### config.mk
export PLATFORM = sky130hd
export DESIGN_NAME = mem_burst_sched
export DESIGN_NICKNAME = d
export VERILOG_FILES = /design/src/rtl/mem_burst_sched.sv
export SDC_FILE = /design/constraint.sdc
export NUM_CORES = 1
export LEC_CHECK = 0
export CORE_MARGIN = 8
export CORE_UTILIZATION = 36
export CTS_BUF_LIST = sky130_fd_sc_hd__clkbuf_2
export DETAILED_ROUTE_END_ITERATION = 10
export HOLD_SLACK_MARGIN = 0.03
export MAX_ROUTING_LAYER = met4
export PLACE_DENSITY = 0.83
export RECOVER_POWER = 50
export SETUP_SLACK_MARGIN = 0.3
export SYNTH_ARGS = -nofsm -noshare
export SYNTH_HDL_FRONTEND = slang
export SYNTH_SLANG_ARGS = --single-unit
### constraint.sdc
create_clock -name clock -period 2.5 [get_ports clock]
set_input_delay 0.625 -clock clock [delete_from_list [all_inputs] [get_ports clock]]
set_output_delay 0.625 -clock clock [all_outputs]
set_load 0.1 [all_outputs]
### src/rtl/mem_burst_sched.sv
// Two-requester main-memory port scheduler: ring and aux ports share one
// 32-bit memory array, each request served as an 8-word line burst with round-robin arbitration.
module mem_burst_sched #(
  parameter int MBITS = 24
) (
  input  logic                 clock,
  input  logic                 reset,
  // ring requester
  input  logic                 ring_req,
  input  logic                 ring_wr,
  input  logic [MBITS-4:0]     ring_line,
  input  logic [3:0]           ring_dest,
  output logic                 ring_ack,
  input  logic [31:0]          ring_wdata,
  input  logic                 ring_wdata_empty,
  output logic                 ring_wdata_rd,
  // aux requester
  input  logic                 aux_req,
  input  logic                 aux_wr,
  input  logic [MBITS-4:0]     aux_line,
  output logic                 aux_ack,
  input  logic [31:0]          aux_wdata,
  input  logic                 aux_wdata_valid,
  output logic                 aux_wdata_rd,
  output logic [31:0]          aux_rdata,
  output logic                 aux_rvalid,
  // memory array
  output logic [MBITS-1:0]     mem_addr,
  output logic                 mem_we,
  output logic [31:0]          mem_wdata,
  input  logic [31:0]          mem_rdata,
  // ring read return bus
  output logic [31:0]          rd_return,
  output logic [3:0]           rd_dest,
  output logic                 busy
);

  typedef enum logic [1:0] {IDLE, READ, WRITE} state_t;

  state_t            state, state_nx;
  logic [2:0]        beat, beat_nx;
  logic [MBITS-4:0]  line, line_nx;
  logic [3:0]        dest, dest_nx;
  logic              owner_aux, owner_aux_nx;
  logic              last_aux, last_aux_nx;

  logic ring_elig, aux_elig, grant_ring, grant_aux, wr_avail;
  logic ring_rd_beat, aux_rd_beat;

  // A write only competes once its first data word is already waiting.
  assign ring_elig  = ring_req & (~ring_wr | ~ring_wdata_empty);
  assign aux_elig   = aux_req  & (~aux_wr  | aux_wdata_valid);
  assign grant_ring = ring_elig & (~aux_elig | last_aux);
  assign grant_aux  = aux_elig & ~grant_ring;

  assign wr_avail     = owner_aux ? aux_wdata_valid : ~ring_wdata_empty;
  assign ring_rd_beat = (state == READ) & ~owner_aux;
  assign aux_rd_beat  = (state == READ) &  owner_aux;

  assign mem_addr  = {line, beat};
  assign mem_wdata = owner_aux ? aux_wdata : ring_wdata;
  assign busy      = (state != IDLE);

  // NOTE: every output and next-state value gets a default first so no latch is inferred.
  always_comb begin
    state_nx      = state;
    beat_nx       = beat;
    line_nx       = line;
    dest_nx       = dest;
    owner_aux_nx  = owner_aux;
    last_aux_nx   = last_aux;
    ring_ack      = 1'b0;
    aux_ack       = 1'b0;
    mem_we        = 1'b0;
    ring_wdata_rd = 1'b0;
    aux_wdata_rd  = 1'b0;

    unique case (state)
      IDLE: begin
        if (grant_ring || grant_aux) begin
          ring_ack     = grant_ring;
          aux_ack      = grant_aux;
          owner_aux_nx = grant_aux;
          last_aux_nx  = grant_aux;
          line_nx      = grant_aux ? aux_line : ring_line;
          dest_nx      = grant_aux ? 4'd0 : ring_dest;
          beat_nx      = 3'd0;
          state_nx     = (grant_aux ? aux_wr : ring_wr) ? WRITE : READ;
        end
      end
      READ: begin
        beat_nx = beat + 3'd1;
        if (beat == 3'd7) state_nx = IDLE;
      end
      WRITE: begin
        // Missing data stalls the burst in place; the beat counter holds.
        if (wr_avail) begin
          mem_we        = 1'b1;
          ring_wdata_rd = ~owner_aux;
          aux_wdata_rd  = owner_aux;
          beat_nx       = beat + 3'd1;
          if (beat == 3'd7) state_nx = IDLE;
        end
      end
      default: state_nx = IDLE;
    endcase
  end

  // NOTE: sequential state uses non-blocking assignments so all registers sample the same edge.
  always_ff @(posedge clock) begin
    if (reset) begin
      state      <= IDLE;
      beat       <= 3'd0;
      line       <= '0;
      dest       <= 4'd0;
      owner_aux  <= 1'b0;
      last_aux   <= 1'b1;
      rd_return  <= 32'd0;
      rd_dest    <= 4'd0;
      aux_rdata  <= 32'd0;
      aux_rvalid <= 1'b0;
    end else begin
      state      <= state_nx;
      beat       <= beat_nx;
      line       <= line_nx;
      dest       <= dest_nx;
      owner_aux  <= owner_aux_nx;
      last_aux   <= last_aux_nx;
      rd_return  <= ring_rd_beat ? mem_rdata : 32'd0;
      rd_dest    <= ring_rd_beat ? dest : 4'd0;
      aux_rdata  <= aux_rd_beat ? mem_rdata : 32'd0;
      aux_rvalid <= aux_rd_beat;
    end
  end

endmodule

==> summary.txt <==
Status
  • Status: complete, no violations

Setup path
  • Crit path max-delay family: flip-flops
  • CP endpoint kind: output pin
  • Crit path kind: flip-flop to output pin
  • Worst path max stage delay: 0.51 ns
  • Worst-path cell chain: clkbuf_16 -> mux2_2 -> buf_12
  • CP max stage cell: dfxtp_4
  • Crit path launch type: flip-flop
  • Maximum fanout along the worst path: 5
  • Critical path buffers and inverters: 2
  • Data required, critical path: 1.88 ns
  • Critical Path AT: 1.76 ns

Synth
  • Mux cell area share after synthesis: 0.1523
  • Synth Area in XOR/XNOR: 0
  • Largest family of logic cells by synthesized area: simple AND/OR/NAND/NOR gates
  • Yosys warning count: 0
  • Synthesized Nets: 499
  • Post-synth EDFFs: 0
  • Synth area leaders: dfxtp_1, and2_1, mux2_2
  • Post-Syn Area: 3886 sq um
  • Synth Instances: 343
  • Register area share after synthesis: 0.5203
  • Post-synthesis average cell area: 11.33 sq um
  • Post-synth ARST share: 0
  • Post-synthesis simple-gate area fraction: 0.1629
  • Compound-Gate Fraction of Synth Area: 0.1137
  • Post-synthesis adder-cell area fraction: 0.01932
  • Synth Register Bits: 101
  • Synth area leader: dfxtp_1
  • Synth cell types: 39
  • Top-area cell type share of the netlist area: 0.5203
  • Top FF cell, synth: dfxtp_1

Timing
  • Slew @ Worst Pin: 0.9683 ns
  • Tmin final: 2.383 ns
  • Maximum clock rate: 419.7 MHz
  • Final setup vio count: 0
  • Max-slew violation count: 0
  • Hold Slack: 0.4588 ns
  • Max-Slew Margin vs Limit: 0.3545
  • Tcrit/Tclk final: 0.9532
  • Skew final: 0.04387 ns
  • RSZ-0062 raised after global routing: yes
  • Final Hold Vio Count: 0

Clocking
  • Clk sinks: 101
  • Clk_lat worst skew: 0.55 ns
  • Clock root buffer: clkbuf_2
  • Worst-path clk slew: 0.28 ns
  • CTS tree: built
  • Clock buffer count from CTS: 9
  • H-tree depth: 3
  • CTS max path bufs: 2

Finish
  • Net count, final: 797
  • Ant. Diodes: 0
  • Most common cell after layout, fill and taps aside: clkdlybuf4s50_1
  • Layout cells sized above 1: 0.3545
  • Most frequent cells in the layout: clkdlybuf4s50_1, dfxtp_1, clkbuf_2
  • P&R area growth vs syn: 87.09%
  • Util after Layout: 0.6796

Min path
  • Hold crit path type: flip-flop to flip-flop

Power and ir drop
  • Maximum vdd drop: 0.4006 mV
  • Static Leak: 3.147 nW
  • Power Density: 748.8 nW/um^2

GRT
  • First-pass GRT wire length: 22.26 mm
  • Initial antenna violation count: 0
  • Largest net degree at the start of global routing: 43
  • Gr usage total: 0.2035
  • Vias in the first global route: 4063
  • Global route overflow: 0

Floorplan
  • Die area: 14380 sq um
  • DIE HEIGHT: 119.9 um
  • Floorplan row count: 38
  • Die Wd: 119.9 um
  • IO Pins: 281
  • Initial core utilization: 0.3633
  • Core Area: 10700 sq um

Routing
  • Initial detailed-routing violation count: 156
  • Via Count: 3663
  • Vias per Instance: 4.660
  • Post-Route WL: 14.73 mm
  • DRC: 0
  • First drt pass iteration count: 4
  • Antenna Violating Nets Remaining: 0
  • DR WL/cell: 18.75 um

Place
  • Port-buffer cells: 280
  • GP Congestion: 0.8418
  • HPWL after detailed placement: 11.58 mm

Flow run
  • Max_cap viols: 0
==> power breakdown <==
part / switching [W] / internal (W) / total (W) / leakage, nW
clock: 0.000572 / 0.000346 / 0.000918 / 0.0822
sequential: 0.0000745 / 0.00174 / 0.00181 / 0.823
combinational: 0.00178 / 0.000933 / 0.00272 / 2.24
total: 0.00243 / 0.00302 / 0.00544 / 3.15
==> logic make-up after synthesis <==
family,count (synthesis)
fa+ha+maj,6
buf+inv,26
compound gates,44
simple gates,111
flops,101
mux,55
==> routing by layer <==
layer / up-vias / share of wire / global-route usage
met3: 19 / 0.070 / 0.06529
met4: 0 / 0.016 / 0.05621
met5: - / 0 / -
met1: 1711 / 0.39 / 0.2087
li1: 1772 / - / -
met2: 161 / 0.52 / 0.3657
==> worst reg2reg max path, delay by kind of cell, from the launching register on <==
kind	cells	cell delay [ns]
flops	1	0.40
buf+inv	4	0.97
compound gates	2	0.39
simple gates	2	0.28
fa+ha+maj	1	0.18
==> sequential cells by signal, indices dropped and copies added (netlist names), 2 cells and up <==
name and count:
beat 3, rd_dest 4, state 2, dest 4
aux_rdata 32, line 21, rd_return 32
==> cells in the mapped netlist, types with 2 or more instances <==
master / n
o311ai_0: 4
a211oi_1: 4
nor3b_1: 2
nand2_1: 3
buf_6: 3
o32ai_1: 2
a211oi_2: 17
a22oi_1: 5
nor2_1: 26
buf_2: 2
clkbuf_1: 14
mux2i_1: 22
and2_1: 69
mux2_2: 32
ha_1: 6
o31ai_1: 2
inv_1: 5
dfxtp_1: 101
buf_1: 2
nand2b_1: 2
and3_1: 2
==> what timing repair did <==
action / 4_1_cts / 5_1_grt
buffers inserted: 10 / 1
resized for setup: 25 / 4
hold buffers: 0 / 0
pin swaps: 4 / 0
endpoints found under the setup margin: 38 / 38
gates cloned: 2 / 2
==> worst paths after layout <==
path | slack (ns) | start | endpoint | cells after the start
max | 0.12 | owner_aux$_SDFFE_PP0P_ | mem_wdata[31] | 3
min | 0.46 | dest[3]$_SDFFE_PP0P_ | rd_dest[3]$_SDFF_PP0_ | 1
max reg2reg | 0.23 | state[0]$_SDFFE_PP0P_ | line[6]$_SDFFE_PP0P_ | 9
min reg2reg | 0.46 | dest[3]$_SDFFE_PP0P_ | rd_dest[3]$_SDFF_PP0_ | 1
==> layout make-up <==
class | count | area [sq um]
fill | 833 | 3427
timing repair buffer | 308 | 3107
sequential | 101 | 2028
multi-input combinational | 216 | 1785
tap | 140 | 175.2
clock inverter | 7 | 106.4
clock buffer | 9 | 45.04
inverter | 5 | 23.77
==> through the flow <==
stage                     power [W]  std cells  instance area [sq um]  setup slack, ns  setup TNS, ns
after floorplan            0.003586        343                   3913         -0.06487       -0.06487
after global placement     0.004451        755                   7076          0.01197              0
after detailed placement   0.004492        755                   7076         0.001058              0
after CTS                  0.005529        783                   7407          0.09911              0
after global routing       0.005666        786                   7271         0.005803              0
final                      0.005444        786                   7271           0.1171              0
Power figures use the tool's default switching activity.
==> RTL change: new RTL, same flow settings <==
Encoding of `state_t`: now one-hot (3 bits for 3 states).
--- a/src/rtl/mem_burst_sched.sv
+++ b/src/rtl/mem_burst_sched.sv
@@ -36,5 +36,5 @@
 );
 
-  typedef enum logic [1:0] {IDLE, READ, WRITE} state_t;
+  typedef enum logic [2:0] {IDLE = 3'b001, READ = 3'b010, WRITE = 3'b100} state_t;
 
   state_t            state, state_nx;
Check against the original RTL: same outputs for any inputs over 10 cycles, from zero or initial values and one cycle with reset high; not proved beyond that.
==> RTL change against the unedited design <==
Clock power down 20%; synthesized cell count rose by 2.9%; cell area fell by 0.17%; setup slack improved by 0.0054 ns; synthesized area is essentially flat; die area is essentially flat; wire length is 5.4% higher; sequential power fell by 3%; power fell by 17%; cell count up 0.64%; sequential cell count grew 1.
==> RTL change: results (changes against the unedited design) <==
| Metric | Value |
|---|---|
| Routed WL per cell | `19.6 um (was 18.7 um)` |
| Dpl cell area | `7060 sq um (was 7080 sq um)` |
| Worst hold margin | `0.496 ns (was 0.459 ns)` |
| Worst reg2reg endpoint | `line[11]$_SDFFE_PP0P_ (was line[6]$_SDFFE_PP0P_)` |
| Commonest cells in the synthesized netlist | `dfxtp_1 (102), and2_1 (68), mux2_2 (33), a21oi_1 (27), mux2i_1 (21) (was dfxtp_1 (101), and2_1 (69), mux2_2 (32), nor2_1 (26), mux2i_1 (22))` |
| Syn Area/Cell | `11.0 sq um (was 11.3 sq um)` |
| Worst IR Drop VDD | `0.000420 V (was 0.000401 V)` |
| Skew final | `0.0311 ns (was 0.0439 ns)` |
| WL final | `15500 um (was 14700 um)` |
| Reg2reg path depth | `5 (was 9)` |
| Number of iterations in the first detailed-routing pass | `6 (was 4)` |
| Placed Cells | `763 (was 755)` |
| 1st-iter DRT viols | `171 (was 156)` |
| Adder-cell area share of the yosys netlist | `0.644% (was 1.93%)` |
| Vias in the first global route | `4194 (was 4063)` |
| Hpwl dp | `12500 um (was 11600 um)` |
| Slew headroom | `30.5% (was 35.4%)` |
| Avg Vias per Cell | `4.76 (was 4.66)` |
| Filler Cell Count | `815 (was 833)` |
| Status | `complete, no violations (unchanged)` |
| Top post-synthesis cells by area | `dfxtp_1 (53%), and2_1 (11%), mux2_2 (9.6%) (was dfxtp_1 (52%), and2_1 (11%), mux2_2 (9.3%))` |
| Sw Share | `41.9% (was 44.6%)` |
| Reg2reg start | `state[2]$_SDFFE_PP0P_ (was state[0]$_SDFFE_PP0P_)` |
| Gpl congestion | `0.799 (was 0.842)` |
| Post-synthesis net count | `505 (was 499)` |
| Reg-to-reg slack, setup | `0.36 ns (was 0.23 ns)` |
[RTL change: cell type report]
class | count | area (sq um) | area share [%]
repair buffers | 305 | 3160 | 43.6
clock buffers | 9 | 45.0 | 0.621
clock inverters | 7 | 61.3 | 0.845
multi-input cells | 221 | 1730 | 23.8
flip-flops and latches | 102 | 2060 | 28.3
inverters | 7 | 30.0 | 0.414
well taps | 140 | 175 | 2.41
[RTL change: worst max-delay path by stage]
stage                           start              endpoint  slack [ns]
3_3_place_gp          aux_wdata_valid  line[0]$_SDFFE_PP0P_       -0.15
5_1_grt         state[2]$_SDFFE_PP0P_                  busy        0.03
3_5_place_dp          aux_wdata_valid  beat[0]$_SDFFE_PP0P_       -0.29
6_report       owner_aux$_SDFFE_PP0P_         mem_wdata[24]        0.12
2_1_floorplan                ring_req               aux_ack        0.15
4_1_cts        owner_aux$_SDFFE_PP0P_         mem_wdata[25]        0.09
[RTL change: metal layers]
layer	vias up	track usage (%)	wire [um]
li1	1806	-	-
met1	1768	23.0	5990
met2	175	38.5	8210
met3	19	6.25	1150
met4	0	4.92	178
met5	-	-	0
[RTL change: critical path, stage by stage (launching register included)]
cell     delay (ns)
dfxtp_4        0.47
buf_12         0.17
mux2_2         0.39
buf_12         0.18
[RTL change: what timing repair did]
action                                  4_1_cts  5_1_grt
buffers inserted                              9        1
endpoints found under the setup margin       37       62
gates cloned                                  2        0
pin swaps                                     3        1
resized for setup                            23        3
[RTL change: logic make-up after synthesis]
group / after synthesis
flip-flops: 102
AND/OR/NAND/NOR: 96
AO/OA/AOI/OAI: 69
multiplexers: 54
buffers and inverters: 30
adder cells (fa/ha/maj): 2
[RTL change: power groups by stage]
stage | clock network [mW] | registers (mW) | logic [mW]
2_1_floorplan | 0 | 2.20 | 0.802
3_3_place_gp | 0 | 1.78 | 1.92
3_5_place_dp | 0 | 1.79 | 1.95
6_report | 0.732 | 1.76 | 2.02
5_1_grt | 0.818 | 1.77 | 2.08
4_1_cts | 0.753 | 1.76 | 2.04
